**config.mk**
```make
export PLATFORM = sky130hd
export DESIGN_NAME = drive_mode_fsm
export DESIGN_NICKNAME = d
export VERILOG_FILES = /design/src/rtl/drive_mode_fsm.sv
export SDC_FILE = /design/constraint.sdc
export NUM_CORES = 1
export LEC_CHECK = 0
export ABC_AREA = 1
export CORE_MARGIN = 2
export CORE_UTILIZATION = 25
export DETAILED_ROUTE_END_ITERATION = 6
export HOLD_SLACK_MARGIN = 0.02
export SLEW_MARGIN = 20
export SYNTH_ARGS = -nofsm -noshare
export SYNTH_HDL_FRONTEND = slang
export SYNTH_SLANG_ARGS = --single-unit
```
**constraint.sdc**
```tcl
create_clock -name clk -period 3.95 [get_ports clk]
set_input_delay 0.395 -clock clk [delete_from_list [all_inputs] [get_ports clk]]
set_output_delay 0.395 -clock clk [all_outputs]
set_load 0.02 [all_outputs]
```
**src/rtl/drive_mode_fsm.sv**
```systemverilog
// Drive-mode controller: arbitrates IR manual control against camera-driven search/track,
// with a manual watchdog, target-loss timeout and debounced camera direction.
module drive_mode_fsm #(
    parameter int                 IR_W           = 8,
    parameter int                 DIR_W          = 3,
    parameter int                 SPEED_W        = 2,
    parameter int                 HOLD_CYCLES    = 2_500_000,
    parameter int                 TIMEOUT_CYCLES = 50_000_000,
    parameter logic [IR_W-1:0]    IR_STOP        = 8'h00,
    parameter logic [IR_W-1:0]    IR_MANUAL      = 8'h01,
    parameter logic [IR_W-1:0]    IR_AUTO        = 8'h02,
    parameter logic [IR_W-1:0]    IR_DIR_BASE    = 8'h10,
    parameter logic [DIR_W-1:0]   DIR_SEARCH     = 3'd1,
    parameter logic [SPEED_W-1:0] SEARCH_SPEED   = 2'd1
) (
    input  logic               clk,
    input  logic               rst_n,
    input  logic               ir_valid,
    input  logic [IR_W-1:0]    ir_code,
    input  logic               cam_seen,
    input  logic [DIR_W-1:0]   cam_dir,
    input  logic [SPEED_W-1:0] speed,
    output logic [1:0]         mode_state,
    output logic [DIR_W-1:0]   drive_cmd,
    output logic [SPEED_W-1:0] drive_speed,
    output logic               drive_valid,
    output logic               timeout_flag
);

    localparam int TW  = $clog2(TIMEOUT_CYCLES + 1);
    localparam int HW  = $clog2(HOLD_CYCLES + 1);
    localparam int OFW = IR_W + 1;

    localparam logic [TW-1:0]  T_LAST   = TW'(TIMEOUT_CYCLES - 1);
    localparam logic [TW-1:0]  T_DONE   = TW'(TIMEOUT_CYCLES);
    localparam logic [HW-1:0]  H_LAST   = HW'(HOLD_CYCLES - 1);
    localparam logic [HW-1:0]  H_MAX    = HW'(HOLD_CYCLES);
    localparam logic [OFW-1:0] DIR_SPAN = OFW'(2 ** DIR_W);

    typedef enum logic [1:0] {
        S_IDLE   = 2'd0,
        S_MANUAL = 2'd1,
        S_SEARCH = 2'd2,
        S_TRACK  = 2'd3
    } state_t;

    state_t             state, state_nxt;
    logic [DIR_W-1:0]   cmd_nxt;
    logic [SPEED_W-1:0] speed_nxt;
    logic               valid_nxt, flag_nxt;
    logic [TW-1:0]      wd_cnt, wd_nxt, lost_cnt, lost_nxt;
    logic [HW-1:0]      seen_cnt, seen_nxt, hold_cnt, hold_nxt, run;
    logic [DIR_W-1:0]   cand_dir, cand_nxt;
    logic               enter;

    function automatic logic [TW-1:0] sat_inc_t(input logic [TW-1:0] v);
        return (v == T_DONE) ? v : v + TW'(1);
    endfunction

    function automatic logic [HW-1:0] sat_inc_h(input logic [HW-1:0] v);
        return (v == H_MAX) ? v : v + HW'(1);
    endfunction

    logic [OFW-1:0]   ir_off;
    logic             ir_stop, ir_manual, ir_auto, ir_dir_hit;
    logic [DIR_W-1:0] ir_dir;

    assign ir_off     = {1'b0, ir_code} - {1'b0, IR_DIR_BASE};
    assign ir_stop    = ir_valid && (ir_code == IR_STOP);
    assign ir_manual  = ir_valid && (ir_code == IR_MANUAL) && !ir_stop;
    assign ir_auto    = ir_valid && (ir_code == IR_AUTO) && !ir_stop && !ir_manual;
    assign ir_dir_hit = ir_valid && !ir_stop && !ir_manual && !ir_auto
                        && (ir_code >= IR_DIR_BASE) && (ir_off < DIR_SPAN);
    assign ir_dir     = ir_off[DIR_W-1:0];

    assign mode_state = state;

    always_comb begin
        state_nxt = state;
        cmd_nxt   = drive_cmd;
        flag_nxt  = 1'b0;
        wd_nxt    = wd_cnt;
        seen_nxt  = seen_cnt;
        lost_nxt  = lost_cnt;
        hold_nxt  = hold_cnt;
        cand_nxt  = cand_dir;
        run       = '0;
        enter     = 1'b0;

        case (state)
            S_IDLE: cmd_nxt = '0;
            S_MANUAL: begin
                // wd_cnt parks at T_DONE after firing so the pulse is not repeated
                if (ir_dir_hit) begin
                    cmd_nxt = ir_dir;
                    wd_nxt  = '0;
                end else if (wd_cnt == T_LAST) begin
                    cmd_nxt  = '0;
                    flag_nxt = 1'b1;
                    wd_nxt   = T_DONE;
                end else begin
                    wd_nxt = sat_inc_t(wd_cnt);
                end
            end
            S_SEARCH: begin
                cmd_nxt = DIR_SEARCH;
                if (cam_seen) begin
                    if (seen_cnt == H_LAST) begin
                        state_nxt = S_TRACK;
                        cmd_nxt   = cam_dir;
                        enter     = 1'b1;
                    end else begin
                        seen_nxt = sat_inc_h(seen_cnt);
                    end
                end else begin
                    seen_nxt = '0;
                end
            end
            S_TRACK: begin
                if (cam_seen) begin
                    // run = consecutive cycles cam_dir has equalled the candidate, this one included
                    lost_nxt = '0;
                    run      = (cam_dir == cand_dir) ? sat_inc_h(hold_cnt) : HW'(1);
                    cand_nxt = cam_dir;
                    hold_nxt = run;
                    if (run == H_MAX) cmd_nxt = cam_dir;
                end else begin
                    hold_nxt = '0;
                    if (lost_cnt == T_LAST) begin
                        state_nxt = S_SEARCH;
                        cmd_nxt   = DIR_SEARCH;
                        flag_nxt  = 1'b1;
                        enter     = 1'b1;
                    end else begin
                        lost_nxt = sat_inc_t(lost_cnt);
                    end
                end
            end
            default: state_nxt = S_IDLE;
        endcase

        if (ir_stop) begin
            state_nxt = S_IDLE;
            cmd_nxt   = '0;
            flag_nxt  = 1'b0;
            enter     = 1'b1;
        end else if (ir_manual) begin
            state_nxt = S_MANUAL;
            cmd_nxt   = '0;
            flag_nxt  = 1'b0;
            enter     = 1'b1;
        end else if (ir_auto) begin
            state_nxt = S_SEARCH;
            cmd_nxt   = DIR_SEARCH;
            flag_nxt  = 1'b0;
            enter     = 1'b1;
        end

        if (enter) begin
            wd_nxt   = '0;
            seen_nxt = '0;
            lost_nxt = '0;
            hold_nxt = '0;
            cand_nxt = cam_dir;
        end

        case (state_nxt)
            S_IDLE:   speed_nxt = '0;
            S_SEARCH: speed_nxt = SEARCH_SPEED;
            default:  speed_nxt = speed;
        endcase
        valid_nxt = (state_nxt != S_IDLE);
    end

    always_ff @(posedge clk or negedge rst_n) begin
        if (!rst_n) begin
            state        <= S_IDLE;
            drive_cmd    <= '0;
            drive_speed  <= '0;
            drive_valid  <= 1'b0;
            timeout_flag <= 1'b0;
            wd_cnt       <= '0;
            seen_cnt     <= '0;
            lost_cnt     <= '0;
            hold_cnt     <= '0;
            cand_dir     <= '0;
        end else begin
            state        <= state_nxt;
            drive_cmd    <= cmd_nxt;
            drive_speed  <= speed_nxt;
            drive_valid  <= valid_nxt;
            timeout_flag <= flag_nxt;
            wd_cnt       <= wd_nxt;
            seen_cnt     <= seen_nxt;
            lost_cnt     <= lost_nxt;
            hold_cnt     <= hold_nxt;
            cand_dir     <= cand_nxt;
        end
    end

endmodule

```
==> results.tsv, run 1 <==
metric	value	unit
post_drt_wl_per_cell	13.1	um
clk_path_buf_depth	2	
hold_path_class	in -> async	
drt_wl_total	19900	um
ys_types	40	
r2r_slack	0.71	ns
synthCells	1105	
initial_core_util	25.5	%
synth_mux_area_share	0	%
maxSlewViolCount	0	
avgViaCountPerCell	4.73	
grt_max_degree	67	
first_iter_violations	543	
cp_top_family	simple AND/OR/NAND/NOR gates	
cp_cell_sequence	ha_1, nand2_1, nor2_1, nand2_1, nor2_1, nand4_1, nor2_1, nand2_1, nand3_4, inv_4, nand2_4, nand2_4, nand2_8, nand2_1, o21ai_1	
die-width	178	um
synth_adder_area_share	1.49	%
gp_congestion	0.911	
num_rows	63	
fmax	309	MHz
grt_pass1_wl	33800	um
finalCritPeriodShare	82.0	%
slew_headroom	40.2	%
yosys.area_share.simple	40.3	%
layout.nets	1146	
cts_sinks	108	
path_clk_slew	0.07	ns
n_antenna_cell	0	
area_delta_synth_final	11.5	%
whs	0.154	ns
ant_nets	0	
hpwl	14800	um
crit_slowest_cell	nand3_4	
ys_seq_elements	108	
syn_avg_cell_area	6.85	um^2
critPathRequiredTime	4.23	ns
critPathLaunch	seen_cnt[0]$_DFFE_PN0P_	
antenna_found_initial	0	
synth_compound_gate_area_share	7.32	%
htree_num_levels	3	
crit_type	reg -> reg	
grt_overflow	0	
status	finished, final reports clean	
clock_latency	0.37	ns
ys_warn_count	0	
crit_top_cell	nand2_1	
gr-usage-all-layers	13.2	%
syn_nets	1131	
final-hold-violation-count	0	
core_area	29700	um^2
synth_top_family_by_area	simple AND/OR/NAND/NOR gates	
leakage	3.42	nW
finClkSkew	0.0124	ns
rsz0062_at_grt	false	
worst_slew_pin_slew	0.897	ns
synthXorXnorAreaFrac	6.24	%
utilization	28.4	%
design.die.area	31700	um^2
cp_max_fo	33	
tritoncts	done	
ir_drop	227	uV
fin_crit	3.24	ns
cts_made_buffers	9	
firstDrtPassIters	5	
cp-endpoint	lost_cnt[16]$_DFFE_PN0P_	
critical-path-max-stage-delay	0.38	ns
setup_viol	0	
finalSetupTns	0	ns
netlist_area	7570	um^2
yosysSeqAreaShare	35.7	%
cts_setup_buffers	0	
power.density	368	nW/um^2
vias	7170	
cp.arrival	3.52	ns
port_buffers	25	
grt_pass1_vias	6771	
critPathLaunchType	flip-flop	
ctsHoldBuffers	0	
drive_gt1_share	4.71	%
path_depth	15	
critPathBufInv	1	
r2r-end	lost_cnt[16]$_DFFE_PN0P_	
fillers	3189	
die_h	178	um
cts_resized	0	
maxCapViolations	0	
reg2reg_depth	15	
endpoint_kind	flip-flop	
root_buffer	clkbuf_16	
drc	0	
reg2reg_from	seen_cnt[0]$_DFFE_PN0P_	
ioPinCount	26	
==> where the power goes <==
| part | internal (mW) | leakage [nW] | switching [mW] |
|---|---|---|---|
| registers | 1.23 | 1.47 | 0.125 |
| clock network | 0.431 | 0.130 | 0.437 |
| logic | 0.277 | 1.83 | 0.605 |
| total | 1.94 | 3.42 | 1.17 |
==> cell usage after synthesis (all sizes together) <==
cell / number / area share [%]
xnor2: 12 / 1.4
nor3b: 2 / 0.20
buf: 25 / 2.5
nand4: 39 / 3.2
dfrtp: 108 / 36
or2: 6 / 0.50
nand3b: 3 / 0.30
o32ai: 1 / 0.12
xor2: 42 / 4.9
a21oi: 18 / 1.2
nand3: 115 / 7.8
and2: 1 / 0.083
clkinv: 1 / 0.12
clkbuf: 6 / 0.30
nor4: 16 / 1.3
nor2: 144 / 7.5
inv: 123 / 6.1
o31ai: 1 / 0.17
nor3: 72 / 5.1
o22ai: 15 / 1.2
o21ai: 69 / 4.6
ha: 9 / 1.5
nand2: 277 / 14
==> cell usage in the layout (no fill, tap or decap), drive strengths merged <==
master / count
nand2: 277
nor2: 144
inv: 123
nand3: 115
dfrtp: 108
nor3: 72
o21ai: 69
xor2: 42
nand4: 39
clkdlybuf4s50: 24
a21oi: 18
nor4: 16
o22ai: 15
xnor2: 12
buf: 11
clkbuf: 11
ha: 9
or2: 6
clkinv: 5
nand3b: 3
nor3b: 2
o32ai: 1
o31ai: 1
and2: 1
clkinvlp: 1
==> worst min path at each step <==
stage                                        from                       end  slack, ns
after floorplan                             rst_n   cand_dir[0]$_DFFE_PN0P_        0.1
after global placement    cand_dir[1]$_DFFE_PN0P_   cand_dir[1]$_DFFE_PN0P_       0.49
after detailed placement  cand_dir[2]$_DFFE_PN0P_   cand_dir[2]$_DFFE_PN0P_       0.49
after CTS                                   rst_n  seen_cnt[13]$_DFFE_PN0P_       0.19
after global routing                        rst_n  seen_cnt[13]$_DFFE_PN0P_       0.24
final                                       rst_n  seen_cnt[13]$_DFFE_PN0P_       0.15
==> layout make-up <==
class | instances | area [um^2] | share of cell area (%)
Timing Repair Buffer | 35 | 323 | 3.82
Clock inverter | 5 | 38.8 | 0.459
Multi-Input combinational cell | 842 | 4190 | 49.6
Inverter | 124 | 473 | 5.60
Sequential cell | 108 | 2700 | 32.0
Tap cell | 390 | 488 | 5.78
Clock buffer | 11 | 233 | 2.76
==> sequential cells by signal, indices dropped and copies added, names as in the netlist <==
name / flops
lost_cnt: 26
wd_cnt: 26
hold_cnt: 22
seen_cnt: 22
cand_dir: 3
drive_cmd: 3
drive_speed: 2
mode_state: 2
drive_valid: 1
timeout_flag: 1
==> stage by stage <==
stage / std cells / instance area (um^2) / total power, mW / worst slack, ns
floorplan: 1105 / 7570 / 2.01 / 1.92
global placement: 1499 / 8180 / 2.25 / 0.576
detailed placement: 1499 / 8180 / 2.26 / 0.490
CTS: 1515 / 8450 / 3.13 / 0.734
global route: 1515 / 8450 / 3.31 / 0.361
finish: 1515 / 8450 / 3.11 / 0.712
==> layer usage <==
layer / global-route usage [%] / vias up / part of all wire (%)
met5: 0 / - / 0
met4: 4.85 / 0 / 2.1
met3: 1.90 / 25 / 4.5
met2: 20.5 / 163 / 43
met1: 18.4 / 3314 / 50
li1: - / 3668 / -
==> worst register-to-register path, delay by kind of cell (launching register included) <==
kind,cells,cell delay [ns]
buf+inv,1,0.16
fa+ha+maj,1,0.25
simple gates,12,2.31
compound gates,1,0.08
flops,1,0.37
==> cells by family after synthesis <==
group                      Yosys count
and+or+nand+nor                    675
buffers and inverters              155
DFF                                108
AOI/OAI and AO/OA                  104
xor gates and xnor gates            54
adders and majority gates            9
Note: power is estimated with default switching activity, not from simulation.
==> run 2, diff against run 1 <==
clock period = 3.2 ns   (was 3.95 ns; I/O delays follow)
==> results.tsv, run 2 (synthesized netlist as in run 1, its figures left out) <==
metric	value	unit
htree_num_levels	3	
ir_drop	235	uV
drc	0	
antenna_found_initial	0	
cp_top_family	simple AND/OR/NAND/NOR gates	
port_buffers	25	
crit_type	reg -> reg	
slew_headroom	49.8	%
area_delta_synth_final	12.3	%
avgViaCountPerCell	4.79	
setup_viol	0	
critPathRequiredTime	3.44	ns
final_common_cell	nand2_1	
power.density	462	nW/um^2
status	finished, final reports clean	
cts_sinks	108	
grt_pass1_wl	35200	um
first_iter_violations	574	
ant_nets	0	
critPathBufInv	2	
grt_max_degree	57	
dr_wl_met3	857	um
cts_setup_buffers	0	
root_buffer	clkbuf_16	
finalCritPeriodShare	86.2	%
rsz0062_at_grt	false	
firstDrtPassIters	5	
crit_top_cell	nor2_1	
vias	7288	
clock_latency	0.36	ns
ctsHoldBuffers	0	
design.die.area	31700	um^2
cp_cell_sequence	ha_1, nand2_1, nor2_1, nand2_1, nor2_1, nand4_1, nor2_1, nand2_1, nand3_4, buf_4, nor2_1, nand2_2, inv_2, nand3_1, o21ai_0	
dpl.cell_count	1504	
n_antenna_cell	0	
critPathLaunchType	flip-flop	
endpoint_kind	flip-flop	
gp_congestion	0.890	
fin_crit	2.76	ns
top_layer	met4	
wl_met1	10400	um
critical-path-max-stage-delay	0.39	ns
final_cell_mix	270 x nand2_1, 139 x nor2_1, 119 x inv_1	
num_rows	63	
leakage	3.47	nW
worst_slew_pin_slew	0.753	ns
crit_slowest_cell	dfrtp_1	
cts_resized	0	
gr-usage-all-layers	13.7	%
cp_max_fo	11	
hpwl	15300	um
clk_path_buf_depth	2	
hold_path_class	in -> async	
path_clk_slew	0.08	ns
cp.arrival	2.99	ns
finalSetupTns	0	ns
grt_overflow	0	
ioPinCount	26	
final-hold-violation-count	0	
initial_core_util	25.5	%
layout.nets	1151	
drt_wl_total	20600	um
maxSlewViolCount	0	
top_regs	lost_cnt x26, wd_cnt x26	
maxCapViolations	0	
tritoncts	done	
finClkSkew	0.0137	ns
wl_met2	9050	um
die_h	178	um
fmax	363	MHz
cts_made_buffers	9	
core_area	29700	um^2
drive_gt1_share	5.31	%
finalNonFillerCells	1520	
post_drt_wl_per_cell	13.6	um
grt_pass1_vias	6921	
die-width	178	um
run 2: report_power, final:
group,switching (mW),internal (mW)
logic,0.780,0.350
clock network,0.578,0.549
registers,0.155,1.52
run 2: cell type report:
type / instances / area, um^2
clock inverter: 7 / 66.3
fill: 3261 / 21200
sequential: 108 / 2700
clock buffer: 9 / 225
timing repair buffer: 40 / 360
multi-input combinational: 842 / 4190
inverter: 124 / 473
tap: 390 / 488
run 2: layer usage:
layer | track usage [%] | up-vias
met4 | 3.96 | 0
met3 | 1.98 | 26
met1 | 19.7 | 3404
met5 | 0 | -
li1 | - | 3679
met2 | 21.1 | 179
run 2: path summary, 6_finish.rpt:
| kind | cells after the start | from | slack [ns] | end |
|---|---|---|---|---|
| min reg2reg | 2 | drive_cmd[1]$_DFFE_PN0P_ | 0.48 | drive_cmd[1]$_DFFE_PN0P_ |
| min in group clk | 3 | speed[1] | 0.46 | drive_speed[1]$_DFF_PN0_ |
| max | 15 | seen_cnt[0]$_DFFE_PN0P_ | 0.44 | wd_cnt[16]$_DFFE_PN0P_ |
| max reg2reg | 15 | seen_cnt[0]$_DFFE_PN0P_ | 0.44 | wd_cnt[16]$_DFFE_PN0P_ |
| min | 1 | rst_n | 0.02 | seen_cnt[2]$_DFFE_PN0P_ |
| max in group asynchronous | 2 | rst_n | 2.25 | wd_cnt[23]$_DFFE_PN0P_ |
run 2: metrics by stage:
step	cell area, um^2	util (%)	total power [mW]	worst slack, ns	hold WS, ns
after global placement	8210	27.6	2.81	0.353	0.442
after global routing	8500	28.6	4.19	0.0894	0.0775
after detailed placement	8210	27.6	2.82	0.237	0.441
final	8500	28.6	3.93	0.442	0.0246
after floorplan	7570	-	2.48	1.17	0.0244
after CTS	8500	28.6	3.98	0.468	0.0475
==> run 3, diff against run 2 <==
SLEW_MARGIN = not set   (was 20)
==> results of run 3 <==
No change in the layout: final DEF, timing and power equal those of run 2.
